### config.mk
export PLATFORM = sky130hd
export DESIGN_NAME = param_cq_flat
export DESIGN_NICKNAME = d
export VERILOG_FILES = /design/src/rtl/cq_pkg.sv /design/src/rtl/param_cq_if.sv /design/src/rtl/cq_ptr.sv /design/src/rtl/param_cq.sv /design/src/flat_wrapper.sv
export SDC_FILE = /design/constraint.sdc
export NUM_CORES = 1
export LEC_CHECK = 0
export ABC_CLOCK_PERIOD_IN_PS = 6500
export CAP_MARGIN = 40
export CORE_ASPECT_RATIO = 1.2
export CORE_MARGIN = 2
export CORE_UTILIZATION = 35
export CTS_BUF_LIST = sky130_fd_sc_hd__clkbuf_4
export DETAILED_ROUTE_END_ITERATION = 8
export GPL_TIMING_DRIVEN = 0
export SYNTH_ARGS = -nofsm -noshare
export SYNTH_HDL_FRONTEND = slang
export SYNTH_SLANG_ARGS = --single-unit
### constraint.sdc
create_clock -name clk -period 6.5 [get_ports clk]
set_clock_uncertainty 0.05 [all_clocks]
set_input_delay 1.625 -clock clk [delete_from_list [all_inputs] [get_ports clk]]
set_output_delay 1.625 -clock clk [all_outputs]
set_load 0.05 [all_outputs]
### src/rtl/cq_pkg.sv
// ---------------------------------------------------------------------------
// cq_pkg
// Shared helpers for the parametrised circular queue (param_cq):
//   log2_depth() - address width AW for a given DEPTH
//   ptr_width()  - pointer width AW+1 (address bits plus one wrap bit)
//   is_pow2()    - DEPTH legality test (power of two, at least 2)
//   af_level_ok()/ae_level_ok() - flag threshold range tests
// The range tests are evaluated at elaboration time by param_cq.
// ---------------------------------------------------------------------------
package cq_pkg;

    // Smallest r with 2**r >= depth.
    function automatic int log2_depth(input int depth);
        int r;
        r = 0;
        for (int i = 0; i < 31; i++) begin
            if ((1 << i) < depth) r = i + 1;
        end
        return r;
    endfunction

    // Pointer width: address bits plus the wrap bit that tells full from empty.
    function automatic int ptr_width(input int depth);
        return log2_depth(depth) + 1;
    endfunction

    function automatic bit is_pow2(input int n);
        return (n >= 2) && ((n & (n - 1)) == 0);
    endfunction

    function automatic bit af_level_ok(input int af_level, input int depth);
        return (af_level >= 1) && (af_level <= depth);
    endfunction

    function automatic bit ae_level_ok(input int ae_level, input int depth);
        return (ae_level >= 0) && (ae_level <= depth - 1);
    endfunction

endpackage

### src/rtl/param_cq_if.sv
// ---------------------------------------------------------------------------
// param_cq_if
// Producer/consumer side of the circular queue.
//   master : drives flush, wr, din, rd; observes data and status
//   slave  : the queue itself
// Signals:
//   flush        synchronous clear of queue state
//   wr / din     write request and data
//   rd           pop the entry currently on dout
//   dout         head entry (0 when empty)
//   empty, full, almost_empty, almost_full, count   occupancy status
//   overflow, underflow                             sticky error flags
// ---------------------------------------------------------------------------
interface param_cq_if #(
    parameter int WIDTH = 8,
    parameter int DEPTH = 8
);
    localparam int PW = cq_pkg::ptr_width(DEPTH);

    logic             flush;
    logic             wr;
    logic [WIDTH-1:0] din;
    logic             rd;
    logic [WIDTH-1:0] dout;
    logic             empty;
    logic             full;
    logic             almost_empty;
    logic             almost_full;
    logic [PW-1:0]    count;
    logic             overflow;
    logic             underflow;

    modport master (
        output flush, wr, din, rd,
        input  dout, empty, full, almost_empty, almost_full, count,
               overflow, underflow
    );

    modport slave (
        input  flush, wr, din, rd,
        output dout, empty, full, almost_empty, almost_full, count,
               overflow, underflow
    );

endinterface

### src/rtl/cq_ptr.sv
// ---------------------------------------------------------------------------
// cq_ptr
// Queue pointer register: PW bits (AW address bits + wrap bit).
// Ports:
//   clk    rising-edge clock
//   reset  asynchronous active-low reset, clears the pointer
//   clr    synchronous clear, has priority over inc
//   inc    advance the pointer by one (wraps naturally modulo 2**PW)
//   ptr    current pointer value
// ---------------------------------------------------------------------------
module cq_ptr #(
    parameter int PW = 4
) (
    input  logic          clk,
    input  logic          reset,
    input  logic          clr,
    input  logic          inc,
    output logic [PW-1:0] ptr
);

    always_ff @(posedge clk or negedge reset) begin
        if (!reset) begin
            ptr <= '0;
        end else if (clr) begin
            ptr <= '0;
        end else if (inc) begin
            ptr <= ptr + PW'(1);
        end
    end

endmodule

### src/rtl/param_cq.sv
// ---------------------------------------------------------------------------
// param_cq
// Circular FIFO queue, WIDTH-bit entries, DEPTH slots, show-ahead read port.
// Every slot is usable: each pointer carries a wrap bit, so equal pointers
// mean empty and equal addresses with differing wrap bits mean full.
// Ports:
//   clk    sole clock, rising edge
//   reset  asynchronous active-low reset (pointers and error flags)
//   bus    param_cq_if.slave: flush, wr/din, rd, dout, status and error flags
// All outputs are decoded from registered state only.
// ---------------------------------------------------------------------------
module param_cq
    import cq_pkg::*;
#(
    parameter int WIDTH    = 8,
    parameter int DEPTH    = 8,
    parameter int AF_LEVEL = 6,
    parameter int AE_LEVEL = 1
) (
    input  logic       clk,
    input  logic       reset,
    param_cq_if.slave  bus
);

    localparam int AW = log2_depth(DEPTH);
    localparam int PW = AW + 1;

    localparam logic [PW-1:0] AF_CNT = PW'(AF_LEVEL);
    localparam logic [PW-1:0] AE_CNT = PW'(AE_LEVEL);

    // Elaboration-time parameter legality.
    if (!is_pow2(DEPTH)) begin : g_bad_depth
        $error("param_cq: DEPTH must be a power of two >= 2");
    end
    if (!af_level_ok(AF_LEVEL, DEPTH)) begin : g_bad_af
        $error("param_cq: AF_LEVEL must be in 1..DEPTH");
    end
    if (!ae_level_ok(AE_LEVEL, DEPTH)) begin : g_bad_ae
        $error("param_cq: AE_LEVEL must be in 0..DEPTH-1");
    end

    logic [PW-1:0]    rd_ptr;
    logic [PW-1:0]    wr_ptr;
    logic [AW-1:0]    rd_addr;
    logic [AW-1:0]    wr_addr;
    logic [PW-1:0]    count_w;
    logic             empty_w;
    logic             full_w;
    logic             wr_acc;
    logic             rd_acc;
    logic             wr_err;
    logic             rd_err;
    logic             overflow_q;
    logic             underflow_q;
    logic [WIDTH-1:0] mem [DEPTH];

    assign rd_addr = rd_ptr[AW-1:0];
    assign wr_addr = wr_ptr[AW-1:0];

    assign count_w = wr_ptr - rd_ptr;
    assign empty_w = (wr_ptr == rd_ptr);
    assign full_w  = (wr_addr == rd_addr) && (wr_ptr[AW] != rd_ptr[AW]);

    // A write into a full queue is fine when the head is popped on the same
    // edge: the slot being overwritten is the one leaving. No bypass exists
    // for the empty case, so a read of an empty queue is always rejected.
    assign wr_acc = bus.wr & (~full_w | bus.rd);
    assign rd_acc = bus.rd & ~empty_w;
    assign wr_err = bus.wr & full_w & ~bus.rd;
    assign rd_err = bus.rd & empty_w;

    // Pointers: flush (clr) wins over any accepted access.
    cq_ptr #(.PW(PW)) u_rd_ptr (
        .clk   (clk),
        .reset (reset),
        .clr   (bus.flush),
        .inc   (rd_acc),
        .ptr   (rd_ptr)
    );

    cq_ptr #(.PW(PW)) u_wr_ptr (
        .clk   (clk),
        .reset (reset),
        .clr   (bus.flush),
        .inc   (wr_acc),
        .ptr   (wr_ptr)
    );

    // Storage is not reset; stale contents are masked by the pointers.
    always_ff @(posedge clk) begin
        if (!bus.flush && wr_acc) begin
            mem[wr_addr] <= bus.din;
        end
    end

    // Sticky error flags, cleared only by reset or flush.
    always_ff @(posedge clk or negedge reset) begin
        if (!reset) begin
            overflow_q  <= 1'b0;
            underflow_q <= 1'b0;
        end else if (bus.flush) begin
            overflow_q  <= 1'b0;
            underflow_q <= 1'b0;
        end else begin
            if (wr_err) overflow_q  <= 1'b1;
            if (rd_err) underflow_q <= 1'b1;
        end
    end

    assign bus.dout         = empty_w ? '0 : mem[rd_addr];
    assign bus.empty        = empty_w;
    assign bus.full         = full_w;
    assign bus.count        = count_w;
    assign bus.almost_empty = (count_w <= AE_CNT);
    assign bus.almost_full  = (count_w >= AF_CNT);
    assign bus.overflow     = overflow_q;
    assign bus.underflow    = underflow_q;

endmodule
### src/flat_wrapper.sv
// flat-port wrapper written by rule: the top's interface ports become plain ports
module param_cq_flat import cq_pkg::*;
#(
    parameter int WIDTH    = 8,
    parameter int DEPTH    = 8,
    parameter int AF_LEVEL = 6,
    parameter int AE_LEVEL = 1
)
  (clk, reset, bus_flush, bus_wr, bus_din, bus_rd, bus_dout, bus_empty, bus_full, bus_almost_empty, bus_almost_full, bus_count, bus_overflow, bus_underflow);
  param_cq_if #(.WIDTH(WIDTH), .DEPTH(DEPTH)) bus_i ();
  input  logic clk;
  input  logic reset;
  input wire logic [$bits(bus_i.flush)-1:0] bus_flush;
  input wire logic [$bits(bus_i.wr)-1:0] bus_wr;
  input wire logic [$bits(bus_i.din)-1:0] bus_din;
  input wire logic [$bits(bus_i.rd)-1:0] bus_rd;
  output wire logic [$bits(bus_i.dout)-1:0] bus_dout;
  output wire logic [$bits(bus_i.empty)-1:0] bus_empty;
  output wire logic [$bits(bus_i.full)-1:0] bus_full;
  output wire logic [$bits(bus_i.almost_empty)-1:0] bus_almost_empty;
  output wire logic [$bits(bus_i.almost_full)-1:0] bus_almost_full;
  output wire logic [$bits(bus_i.count)-1:0] bus_count;
  output wire logic [$bits(bus_i.overflow)-1:0] bus_overflow;
  output wire logic [$bits(bus_i.underflow)-1:0] bus_underflow;
  assign bus_i.flush = bus_flush;
  assign bus_i.wr = bus_wr;
  assign bus_i.din = bus_din;
  assign bus_i.rd = bus_rd;
  assign bus_dout = bus_i.dout;
  assign bus_empty = bus_i.empty;
  assign bus_full = bus_i.full;
  assign bus_almost_empty = bus_i.almost_empty;
  assign bus_almost_full = bus_i.almost_full;
  assign bus_count = bus_i.count;
  assign bus_overflow = bus_i.overflow;
  assign bus_underflow = bus_i.underflow;
  param_cq #(.WIDTH(WIDTH), .DEPTH(DEPTH), .AF_LEVEL(AF_LEVEL), .AE_LEVEL(AE_LEVEL)) u_core (.clk(clk), .reset(reset), .bus(bus_i));
endmodule
==> impl_metrics.yaml <==
yosys:
  yosysUniqueCellTypes: 38
  synthXorXnorAreaFrac: 0.0129
  synth_enable_flop_cells: 64
  synthSimpleGateAreaFrac: 0.0624
  synthCells: 190
  synthAdderAreaFrac: 0.0257
  synth_top_area_cell: "edfxtp_1"
  yosysWarningCount: 0
  synth_top_family_by_area: "multiplexers"
  avgSynthCellArea_um2: 16.9
  synth-compound-area-share: 0.0627
  syn-num-nets: 209
  synth.area.top_cells: "edfxtp_1 (60%), mux4_2 (11%), dfrtp_1 (7.8%)"
  synth_ff_type: "edfxtp_1"
  muxShareOfSynthArea: 0.136
  syn-cell-area_um2: 3210
  synth_top_area_frac: 0.599
  ys_seq_area_frac: 0.677
  ys_ff_latch: 74
  synth-async-reset-ratio: 0.135
pwr:
  total_power_mw: 1.16
  leakagePower_nw: 1.33
  powerDensity_nw_per_um2: 299
  vdd_drop_max_mv: 0.106
drt:
  vias: 1836
  firstDrtPassIters: 4
  routed_wl_um: 6560
  detail_route.wl_per_cell_um: 18.1
  drcViolationCount: 0
  ant_nets: 0
  drt_iter0_drc: 197
  avgViaCountPerCell: 5.06
clock_network:
  clkLatencyLatePin_ns: 0.39
  cts_buffers: 9
  cts_resized: 0
  cts_setup_buffers: 0
  clockRootBuffer: "clkbuf_4"
  cts_buffer_depth: 2
  hold_buffers: 0
  htree_levels: 3
  cts_tree: "built"
  clk_pin_slew_ns: 0.11
  clock-sinks: 74
placed_design:
  placed_area_um2: 3740
  port_buffers: 29
  dp.cells: 347
  detailed_place_hpwl_um: 4410
  routabilityCongestion: 0.848
  dp_worst_setup_slack_ns: 1.42
cells_and_area:
  nets: 257
  mostFrequentLayoutCell: "edfxtp_1"
  fin_area_um2: 3880
  diodes: 0
  syn_to_final_growth_pct: 20.7
  drive_above_1_share: 0.239
  final_cell_mix: "edfxtp_1 (64), clkdlybuf4s50_1 (29), nor2_1 (17)"
  finalNonFillerCells: 363
timing:
  slew_viol_final: 0
  fin_crit_sh: 0.839
  tns_ns: 0
  rsz0062_at_grt: "no"
  period_needed_ns: 5.45
  worst_pin_slew_ns: 0.813
  slew_headroom: 0.454
  setup_violations: 0
  layout_setup_ws_ns: 1.05
  fmax_mhz: 183
  hold_viol: 0
grt:
  grt_use_total: 0.146
  grt_max_degree: 14
  grt_first_pass_wirelength_um: 10500
  grt_pass1_vias: 1913
  overflow: 0
  antenna_found_initial: 0
die:
  die_h_um: 109
  initial_core_util: 0.357
  core_um2: 8990
  num_io_pins: 31
  die_w_um: 91.4
  die_area_um2: 9960
  row_count: 38
job:
  cap_violations: 0
setup_path:
  worstPathBufferInverterCount: 5
  critPathRequiredTime_ns: 4.83
  path_delay_family: "buffers and inverters"
  critPathKind: "reg2out"
  endpoint_kind: "primary output"
  start_kind: "flip-flop"
  critPathMaxStageDelay_ns: 0.80
  crit_arrival_ns: 3.78
  crit_chain: "buf_2 > buf_2 > inv_1 > ha_1 > and3_1 > buf_2 > a21oi_2 > a22o_1 > clkdlybuf4s50_1"
  critPathSlowestCell: "clkdlybuf4s50_1"
  cp_max_fo: 10
  cp_common_cell: "buf_2"
run_status:
  outcome: "complete, no violations"
hold_path:
  hold_path.class: "reg2reg"
-- sequential cells by signal, indices dropped and copies added (netlist names) --
signal,flops
u_core.u_rd_ptr.ptr,4
u_core.bus.overflow,1
u_core.bus.underflow,1
u_core.u_wr_ptr.ptr,4
u_core.mem,64
-- worst reg2reg max path: cells and delay by family (launching register included) --
family                   cells  cell delay [ns]
buffers and inverters        4             1.08
flip-flops                   1             0.41
AND/OR/NAND/NOR              3             1.09
adder cells (fa/ha/maj)      1             0.32
-- cells in the mapped netlist (3+ instances only) --
cell type / count
edfxtp_1: 64
nor2_1: 17
mux4_2: 16
dfrtp_1: 10
inv_1: 9
a22o_1: 8
a21oi_1: 5
ha_1: 5
nand2_1: 4
nor2b_1: 4
nor4_1: 4
a31oi_1: 3
buf_2: 3
mux2_1: 3
mux2_2: 3
-- per-layer routing --
layer	wire, um	global-route usage	share of wire	up-vias
li1	-	-	-	849
met1	3010	0.195	0.46	925
met2	3190	0.235	0.49	55
met3	277	0.0270	0.042	7
met4	90	0.0649	0.014	0
met5	0	0	0	-
-- final timing paths --
check / startpoint / endpoint / slack (ns) / depth (start not counted)
max in group asynchronous: reset / u_core.u_rd_ptr.ptr[0] / 4.57 / 1
max: u_core.u_rd_ptr.ptr[1] / bus_dout[7] / 1.05 / 9
min reg2reg: u_core.bus.underflow / u_core.bus.underflow / 0.48 / 2
min in group asynchronous: reset / u_core.u_wr_ptr.ptr[3] / 1.50 / 1
max reg2reg: u_core.u_rd_ptr.ptr[1] / u_core.mem[1][7] / 3.27 / 8
min: u_core.bus.underflow / u_core.bus.underflow / 0.48 / 2
-- cell type report --
type / count / area [um2]
Buffer: 8 / 41.3
Clock buffer: 9 / 67.6
Clock inverter: 7 / 70.1
Fill cell: 818 / 5110
Inverter: 9 / 33.8
Multi-Input combinational cell: 99 / 993
Sequential cell: 74 / 2170
Tap cell: 120 / 150
Timing Repair Buffer: 37 / 348
-- power by group --
part | internal, mW | switching (mW)
sequential | 0.526 | 0.00705
combinational | 0.129 | 0.217
clock | 0.117 | 0.162
-- cell families (layout without fill, tap and decap cells) --
logic type,count (synthesis),count (layout)
DFF,74,74
adders and majority gates,6,6
muxes,23,23
xor gates and xnor gates,3,3
buffers and inverters,17,70
AOI/OAI and AO/OA,26,26
and+or+nand+nor,41,41
-- per-stage QoR --
step | utilization | hold slack (ns)
5_1_grt | 0.431 | 0.557
4_1_cts | 0.431 | 0.485
6_report | 0.431 | 0.476
3_5_place_dp | 0.416 | 0.456
2_1_floorplan | - | 0.584
3_3_place_gp | 0.406 | 0.441
Power figures use the tool's default switching activity.
